`config.mk`:
```
export PLATFORM = sky130hd
export DESIGN_NAME = multicycle_controller_flat
export DESIGN_NICKNAME = d
export VERILOG_FILES = /design/src/rtl/multicycle_controller_if.sv /design/src/rtl/multicycle_controller.sv /design/src/flat_wrapper.sv
export SDC_FILE = /design/constraint.sdc
export NUM_CORES = 1
export LEC_CHECK = 0
export CAP_MARGIN = 0
export CORE_ASPECT_RATIO = 0.8
export CORE_MARGIN = 2
export CORE_UTILIZATION = 29
export CTS_CLUSTER_SIZE = 25
export DETAILED_ROUTE_END_ITERATION = 10
export GPL_ROUTABILITY_DRIVEN = 1
export PLACE_DENSITY = 0.53
export SETUP_SLACK_MARGIN = 0.15
export SYNTH_ARGS = -nofsm -noshare
export SYNTH_HDL_FRONTEND = slang
export SYNTH_SLANG_ARGS = --single-unit
```
`constraint.sdc`:
```
create_clock -name clk -period 2.6 [get_ports clk]
set_clock_uncertainty 0.15 [all_clocks]
set_input_delay 0.39 -clock clk [delete_from_list [all_inputs] [get_ports clk]]
set_output_delay 0.39 -clock clk [all_outputs]
set_load 0.005 [all_outputs]
```
`src/rtl/multicycle_controller_if.sv`:
```
// Memory handshake bundle between the multicycle controller (master)
// and the instruction/data memories (slave).
interface multicycle_controller_if;
  logic imem_req;
  logic imem_ready;
  logic dmem_req;
  logic dmem_ready;

  modport master (
    output imem_req,
    output dmem_req,
    input  imem_ready,
    input  dmem_ready
  );

  modport slave (
    input  imem_req,
    input  dmem_req,
    output imem_ready,
    output dmem_ready
  );
endinterface

```
`src/rtl/multicycle_controller.sv`:
```
// Multi-cycle RV32I control FSM: FETCH/DECODE/EXEC/MEM/WB with stalling memories,
// memory timeout into a sticky ERR state, and a retired counter. MC_CTRL_BRANCH_EN adds BRANCH/JAL/JALR.
module multicycle_controller #(
  parameter int TIMEOUT = 16,
  parameter int CNT_W   = 32
) (
  input  logic                   clk,
  input  logic                   reset,
  multicycle_controller_if.master mem,
  input  logic [6:0]             opcode,
  input  logic [2:0]             funct3,
  input  logic                   branch_taken,
  output logic                   ir_write,
  output logic                   pc_write,
  output logic [1:0]             pc_src,
  output logic                   alu_src,
  output logic [1:0]             mem_to_reg,
  output logic                   reg_write,
  output logic [2:0]             mem_read,
  output logic [1:0]             mem_write,
  output logic [1:0]             alu_op,
  output logic [2:0]             state,
  output logic                   err,
  output logic [CNT_W-1:0]       retired
);

  localparam logic [2:0] S_FETCH  = 3'd0;
  localparam logic [2:0] S_DECODE = 3'd1;
  localparam logic [2:0] S_EXEC   = 3'd2;
  localparam logic [2:0] S_MEM    = 3'd3;
  localparam logic [2:0] S_WB     = 3'd4;
  localparam logic [2:0] S_ERR    = 3'd7;

  localparam logic [6:0] OP_R      = 7'b0110011;
  localparam logic [6:0] OP_IMM    = 7'b0010011;
  localparam logic [6:0] OP_LOAD   = 7'b0000011;
  localparam logic [6:0] OP_STORE  = 7'b0100011;
  localparam logic [6:0] OP_LUI    = 7'b0110111;
  localparam logic [6:0] OP_AUIPC  = 7'b0010111;
  localparam logic [6:0] OP_BRANCH = 7'b1100011;
  localparam logic [6:0] OP_JAL    = 7'b1101111;
  localparam logic [6:0] OP_JALR   = 7'b1100111;

`ifdef MC_CTRL_BRANCH_EN
  localparam bit BRANCH_EN = 1'b1;
`else
  localparam bit BRANCH_EN = 1'b0;
`endif

  localparam int WAIT_W = (TIMEOUT > 1) ? $clog2(TIMEOUT) : 1;

  logic [2:0]        state_q, state_d;
  logic [6:0]        op_q;
  logic [2:0]        f3_q;
  logic [WAIT_W-1:0] wait_cnt;
  logic              wait_expired;
  logic              is_r, is_imm, is_load, is_store, is_branch, is_jal, is_jalr;

  function automatic logic legal(input logic [6:0] op, input logic [2:0] f3);
    case (op)
      OP_R, OP_IMM, OP_LUI, OP_AUIPC: legal = 1'b1;
      OP_LOAD:  legal = (f3 != 3'b011) && (f3 != 3'b110) && (f3 != 3'b111);
      OP_STORE: legal = (f3 <= 3'b010);
      OP_BRANCH, OP_JAL, OP_JALR: legal = BRANCH_EN;
      default:  legal = 1'b0;
    endcase
  endfunction

  assign is_r      = (op_q == OP_R);
  assign is_imm    = (op_q == OP_IMM);
  assign is_load   = (op_q == OP_LOAD);
  assign is_store  = (op_q == OP_STORE);
  assign is_branch = (op_q == OP_BRANCH);
  assign is_jal    = (op_q == OP_JAL);
  assign is_jalr   = (op_q == OP_JALR);

  // The wait counter holds the number of stalled cycles already spent, so the
  // TIMEOUT-th stalled cycle is the last one allowed; ready in that cycle still wins.
  assign wait_expired = (TIMEOUT != 0) && (wait_cnt == WAIT_W'(TIMEOUT - 1));

  assign state = state_q;

  // NOTE: every always_comb target gets a default first, so no path can infer a latch.
  always_comb begin
    state_d = state_q;
    case (state_q)
      S_FETCH:  if (mem.imem_ready) state_d = S_DECODE;
                else if (wait_expired) state_d = S_ERR;
      S_DECODE: state_d = legal(opcode, funct3) ? S_EXEC : S_ERR;
      S_EXEC:   if (is_load || is_store) state_d = S_MEM;
                else if (is_branch) state_d = S_FETCH;
                else state_d = S_WB;
      S_MEM:    if (mem.dmem_ready) state_d = is_load ? S_WB : S_FETCH;
                else if (wait_expired) state_d = S_ERR;
      S_WB:     state_d = S_FETCH;
      S_ERR:    state_d = S_ERR;
      default:  state_d = S_FETCH;
    endcase
  end

  // NOTE: outputs are forced inactive while reset is high, so an instruction caught
  // by reset never writes, retires or issues a request in that cycle.
  always_comb begin
    mem.imem_req = 1'b0;
    mem.dmem_req = 1'b0;
    ir_write     = 1'b0;
    pc_write     = 1'b0;
    pc_src       = 2'b00;
    alu_src      = 1'b0;
    mem_to_reg   = 2'b00;
    reg_write    = 1'b0;
    mem_read     = 3'b101;
    mem_write    = 2'b11;
    alu_op       = 2'b00;
    err          = 1'b0;
    if (!reset) begin
      case (state_q)
        S_FETCH: begin
          mem.imem_req = 1'b1;
          ir_write     = mem.imem_ready;
        end
        S_EXEC: begin
          alu_src = !(is_r || is_branch);
          if (is_r || (is_imm && (f3_q == 3'b010 || f3_q == 3'b001))) alu_op = 2'b10;
          else if (is_branch) alu_op = 2'b01;
          if (is_branch) begin
            pc_write = 1'b1;
            pc_src   = (BRANCH_EN && branch_taken) ? 2'b01 : 2'b00;
          end
        end
        S_MEM: begin
          mem.dmem_req = 1'b1;
          if (is_load) begin
            case (f3_q)
              3'b000:  mem_read = 3'b011;
              3'b001:  mem_read = 3'b001;
              3'b010:  mem_read = 3'b000;
              3'b100:  mem_read = 3'b100;
              3'b101:  mem_read = 3'b010;
              default: mem_read = 3'b101;
            endcase
          end
          if (is_store) begin
            case (f3_q)
              3'b000:  mem_write = 2'b10;
              3'b001:  mem_write = 2'b01;
              3'b010:  mem_write = 2'b00;
              default: mem_write = 2'b11;
            endcase
            pc_write = mem.dmem_ready;
          end
        end
        S_WB: begin
          reg_write = 1'b1;
          pc_write  = 1'b1;
          if (is_load) mem_to_reg = 2'b01;
          else if (BRANCH_EN && (is_jal || is_jalr)) mem_to_reg = 2'b10;
          if (BRANCH_EN && is_jal) pc_src = 2'b01;
          else if (BRANCH_EN && is_jalr) pc_src = 2'b10;
        end
        S_ERR:   err = 1'b1;
        default: ;
      endcase
    end
  end

  // NOTE: sequential state uses non-blocking assignments so every register samples pre-edge values.
  always_ff @(posedge clk) begin
    if (reset) begin
      state_q  <= S_FETCH;
      op_q     <= '0;
      f3_q     <= '0;
      wait_cnt <= '0;
      retired  <= '0;
    end else begin
      state_q <= state_d;
      if (state_q == S_DECODE) begin
        op_q <= opcode;
        f3_q <= funct3;
      end
      if (state_d != state_q) wait_cnt <= '0;
      else if ((mem.imem_req && !mem.imem_ready) || (mem.dmem_req && !mem.dmem_ready))
        wait_cnt <= wait_cnt + WAIT_W'(1);
      // pc_write is high exactly on the retiring cycle of each instruction.
      if (pc_write) retired <= retired + CNT_W'(1);
    end
  end

endmodule
```
`src/flat_wrapper.sv`:
```
// flat-port wrapper written by rule: the top's interface ports become plain ports
module multicycle_controller_flat 
#(
  parameter int TIMEOUT = 16,
  parameter int CNT_W   = 32
)
  (clk, reset, opcode, funct3, branch_taken, ir_write, pc_write, pc_src, alu_src, mem_to_reg, reg_write, mem_read, mem_write, alu_op, state, err, retired, mem_imem_req, mem_dmem_req, mem_imem_ready, mem_dmem_ready);
  multicycle_controller_if mem_i ();
  input  logic clk;
  input  logic reset;
  input  logic [6:0] opcode;
  input  logic [2:0] funct3;
  input  logic branch_taken;
  output logic ir_write;
  output logic pc_write;
  output logic [1:0] pc_src;
  output logic alu_src;
  output logic [1:0] mem_to_reg;
  output logic reg_write;
  output logic [2:0] mem_read;
  output logic [1:0] mem_write;
  output logic [1:0] alu_op;
  output logic [2:0] state;
  output logic err;
  output logic [CNT_W-1:0] retired;
  output wire logic [$bits(mem_i.imem_req)-1:0] mem_imem_req;
  output wire logic [$bits(mem_i.dmem_req)-1:0] mem_dmem_req;
  input wire logic [$bits(mem_i.imem_ready)-1:0] mem_imem_ready;
  input wire logic [$bits(mem_i.dmem_ready)-1:0] mem_dmem_ready;
  assign mem_imem_req = mem_i.imem_req;
  assign mem_dmem_req = mem_i.dmem_req;
  assign mem_i.imem_ready = mem_imem_ready;
  assign mem_i.dmem_ready = mem_dmem_ready;
  multicycle_controller #(.TIMEOUT(TIMEOUT), .CNT_W(CNT_W)) u_core (.clk(clk), .reset(reset), .mem(mem_i), .opcode(opcode), .funct3(funct3), .branch_taken(branch_taken), .ir_write(ir_write), .pc_write(pc_write), .pc_src(pc_src), .alu_src(alu_src), .mem_to_reg(mem_to_reg), .reg_write(reg_write), .mem_read(mem_read), .mem_write(mem_write), .alu_op(alu_op), .state(state), .err(err), .retired(retired));
endmodule
```
==> flow_summary.yaml, run 1 <==
sta:
  period_needed_ns: 2.38
  worst_hold_slack_ns: 0.303
  setup_tns_ns: 0
  setup_viol: 0
  max_freq_mhz: 420
  maxSlewViolCount: 0
  setup_slack_ns: 0.221
  rsz0062_at_grt: "true"
  hold_viol: 0
  finalCritPeriodShare: 0.915
cts:
  numClockSinks: 49
  cts_made_buffers: 5
  clk_latency_ns: 0.29
  htreeDepth: 2
  cts_buffer_depth: 2
  postCtsHoldBufs: 0
  cts_tree: "built"
  clk_pin_slew_ns: 0.06
  cts-root-buf: "clkbuf_16"
synth:
  synth.distinct_cells: 55
  synth_top_family_by_area: "simple AND/OR/NAND/NOR gates"
  synth_edf_count: 0
  synth_adder_area_share: 0.00931
  synth_area_leaders: "dfxtp_1 36%, a21oi_1 6.7%, nand2_1 5.9%"
  synth_top_area_share: 0.365
  yosysWarnings: 0
  yosys-top-cells-count: "49 x dfxtp_1, 42 x nand2_1, 36 x a21oi_1, 29 x nor2_1, 20 x o21ai_0"
  ys_ff_latch: 49
  yosys.area_share.simple: 0.292
  synthMuxAreaShare: 0.0112
  ys_seq_area_frac: 0.365
  ys.flop_type: "dfxtp_1"
  synth_xor_area_frac: 0.0554
  synthArstFlopShare: 0
  syn_inst: 339
  synth.largest_area_cell: "dfxtp_1"
  syn_area_um2: 2690
  yosysMostFrequentCell: "dfxtp_1"
  synth_compound_area_frac: 0.216
  syn-mean-instance-area_um2: 7.93
floorplanning:
  core_um2: 9040
  start_util: 0.297
  die_area_um2: 10100
  row_count: 31
  chipHeight_um: 90.1
  pin_count: 68
  fp.dieW_um: 112
worst_setup_path:
  cp-end-kind: "output port"
  crit_arrival_ns: 1.84
  reg2reg_from: "u_core.op_q[5]$_SDFFE_PP0P_"
  crit_start: "u_core.f3_q[1]$_SDFFE_PP0P_"
  critPathLaunchType: "flop"
  crit_fanout: 5
  required_ns: 2.06
  criticalPathCategory: "flop to output port"
layout:
  final_layout_size_suffix_gt1_frac: 0.154
  area_delta_synth_final_pct: 41.2
  fillers: 931
  antenna_cells: 0
  final_cells: 530
  finalNetCount: 431
global_route:
  first_global_vias: 2562
  grt-ovfl-total: 0
  grt_usage: 0.147
  grt_pass1_wl_mm: 12.4
  antenna_found_initial: 0
  grt_max_degree: 34
routing:
  vias_per_cell: 5.12
  first_pass_iters: 4
  antenna_left: 0
  wirelength_mm: 7.28
  remaining_drc_errors: 0
  drtIter0Drc: 178
  num_vias: 2715
  wl_per_cell_um: 13.7
worst_hold_path:
  worstHoldStart: "reset"
  hold_class: "primary input to flop"
power_and_ir_drop:
  p_leak_nw: 1.24
  ir_worst_vdd_v: 0.000328
  finalPower_mw: 2.46
  powerDensity_nw_per_um2: 649
run_status:
  outcome: "complete, no violations"
placement:
  dpl.cell_count: 521
  pre_cts_slack_ns: -0.143
  gp_congestion: 0.832
  dpl.hpwl_mm: 5.34
  io_buffers: 63
flow_run:
  maxCapViolations: 0
## power by group
group	switching (mW)	leakage, nW	internal [mW]	total [mW]
Sequential	0.0975	0.398	0.827	0.925
Clock	0.273	0.0641	0.358	0.631
Combinational	0.481	0.782	0.425	0.906
Total	0.852	1.24	1.61	2.46
## logic make-up (layout without fill, tap and decap cells)
kind of cell	after synthesis	in the layout
DFF	49	49
and+or+nand+nor	150	150
adders and majority gates	2	2
buffers and inverters	28	102
xor gates and xnor gates	17	17
muxes	3	3
AOI/OAI and AO/OA	89	89
other	1	3
## final timing paths
kind,end,slack (ns),depth (start not counted)
worst min register to register,u_core.op_q[2]$_SDFFE_PP0P_,0.30,2
worst min-delay path,u_core.state[0]$_SDFF_PP0_,0.30,2
worst max register to register,u_core.retired[13]$_SDFFE_PP0P_,0.34,6
worst max-delay path,alu_op[1],0.22,5
## metal layers
layer / GRT usage / share of wire / vias to the layer above
met3: 0.0290 / 0.048 / 9
met2: 0.216 / 0.44 / 64
li1: - / - / 1368
met4: 0.0370 / 0.011 / 0
met5: 0 / 0 / -
met1: 0.218 / 0.50 / 1274
## what timing repair did
action | CTS | global route
setup endpoints to repair | 11 | 23
cloned | 0 | 0
buffers inserted | 1 | 0
pin swaps | 3 | 5
resized for setup | 19 | 16
## per-stage QoR
step | util | cell area, µm²
after CTS | 0.414 | 3740
after floorplan | - | 2700
after global routing | 0.420 | 3800
after detailed placement | 0.391 | 3530
final | 0.420 | 3800
after global placement | 0.391 | 3530
## sequential cells by signal (all words and copies together), names as in the netlist
signal           cells
u_core.op_q          7
u_core.wait_cnt      4
u_core.f3_q          3
u_core.retired      32
u_core.state         3
## final cells by class
cell class / count / area [µm²] / share of cell area
multi-input cells: 264 / 1690 / 0.446
flip-flops and latches: 49 / 986 / 0.260
repair buffers: 88 / 811 / 0.214
well taps: 115 / 144 / 0.0379
clock buffers: 7 / 133 / 0.0349
inverters: 6 / 22.5 / 0.00593
clock inverters: 1 / 7.51 / 0.00198
## worst max-delay path, stage by stage, from the launching register on
cell and delay (ns):
dfxtp_1 0.44, xnor2_1 0.09, nor2_1 0.16, nor2_1 0.07, nor4_2 0.24, clkdlybuf4s50_1 0.55
## cells in the final DEF, fill, tap and decap left out, types with 6 or more instances in the layout
| master | n |
|---|---|
| nand3_1 | 10 |
| buf_4 | 24 |
| xnor2_1 | 7 |
| o21ai_0 | 20 |
| or3_1 | 17 |
| nor2_1 | 28 |
| xor2_1 | 10 |
| nand2_1 | 41 |
| inv_1 | 6 |
| clkdlybuf4s50_1 | 54 |
| nand4_1 | 6 |
| a21oi_1 | 35 |
| dfxtp_1 | 45 |
No activity file was read; power rests on OpenSTA's default activity.
==> run 2, diff against run 1 <==
--- a/config.mk
+++ b/config.mk
@@ -11,7 +11,8 @@
 export CORE_UTILIZATION = 29
 export CTS_CLUSTER_SIZE = 25
 export DETAILED_ROUTE_END_ITERATION = 10
-export GPL_ROUTABILITY_DRIVEN = 1
+export GPL_ROUTABILITY_DRIVEN = 0
+export HOLD_SLACK_MARGIN = 0.05
 export PLACE_DENSITY = 0.53
 export SETUP_SLACK_MARGIN = 0.15
 export SYNTH_ARGS = -nofsm -noshare
==> results of run 2 <==
Final layout, timing and power as in run 1 (identical DEF).
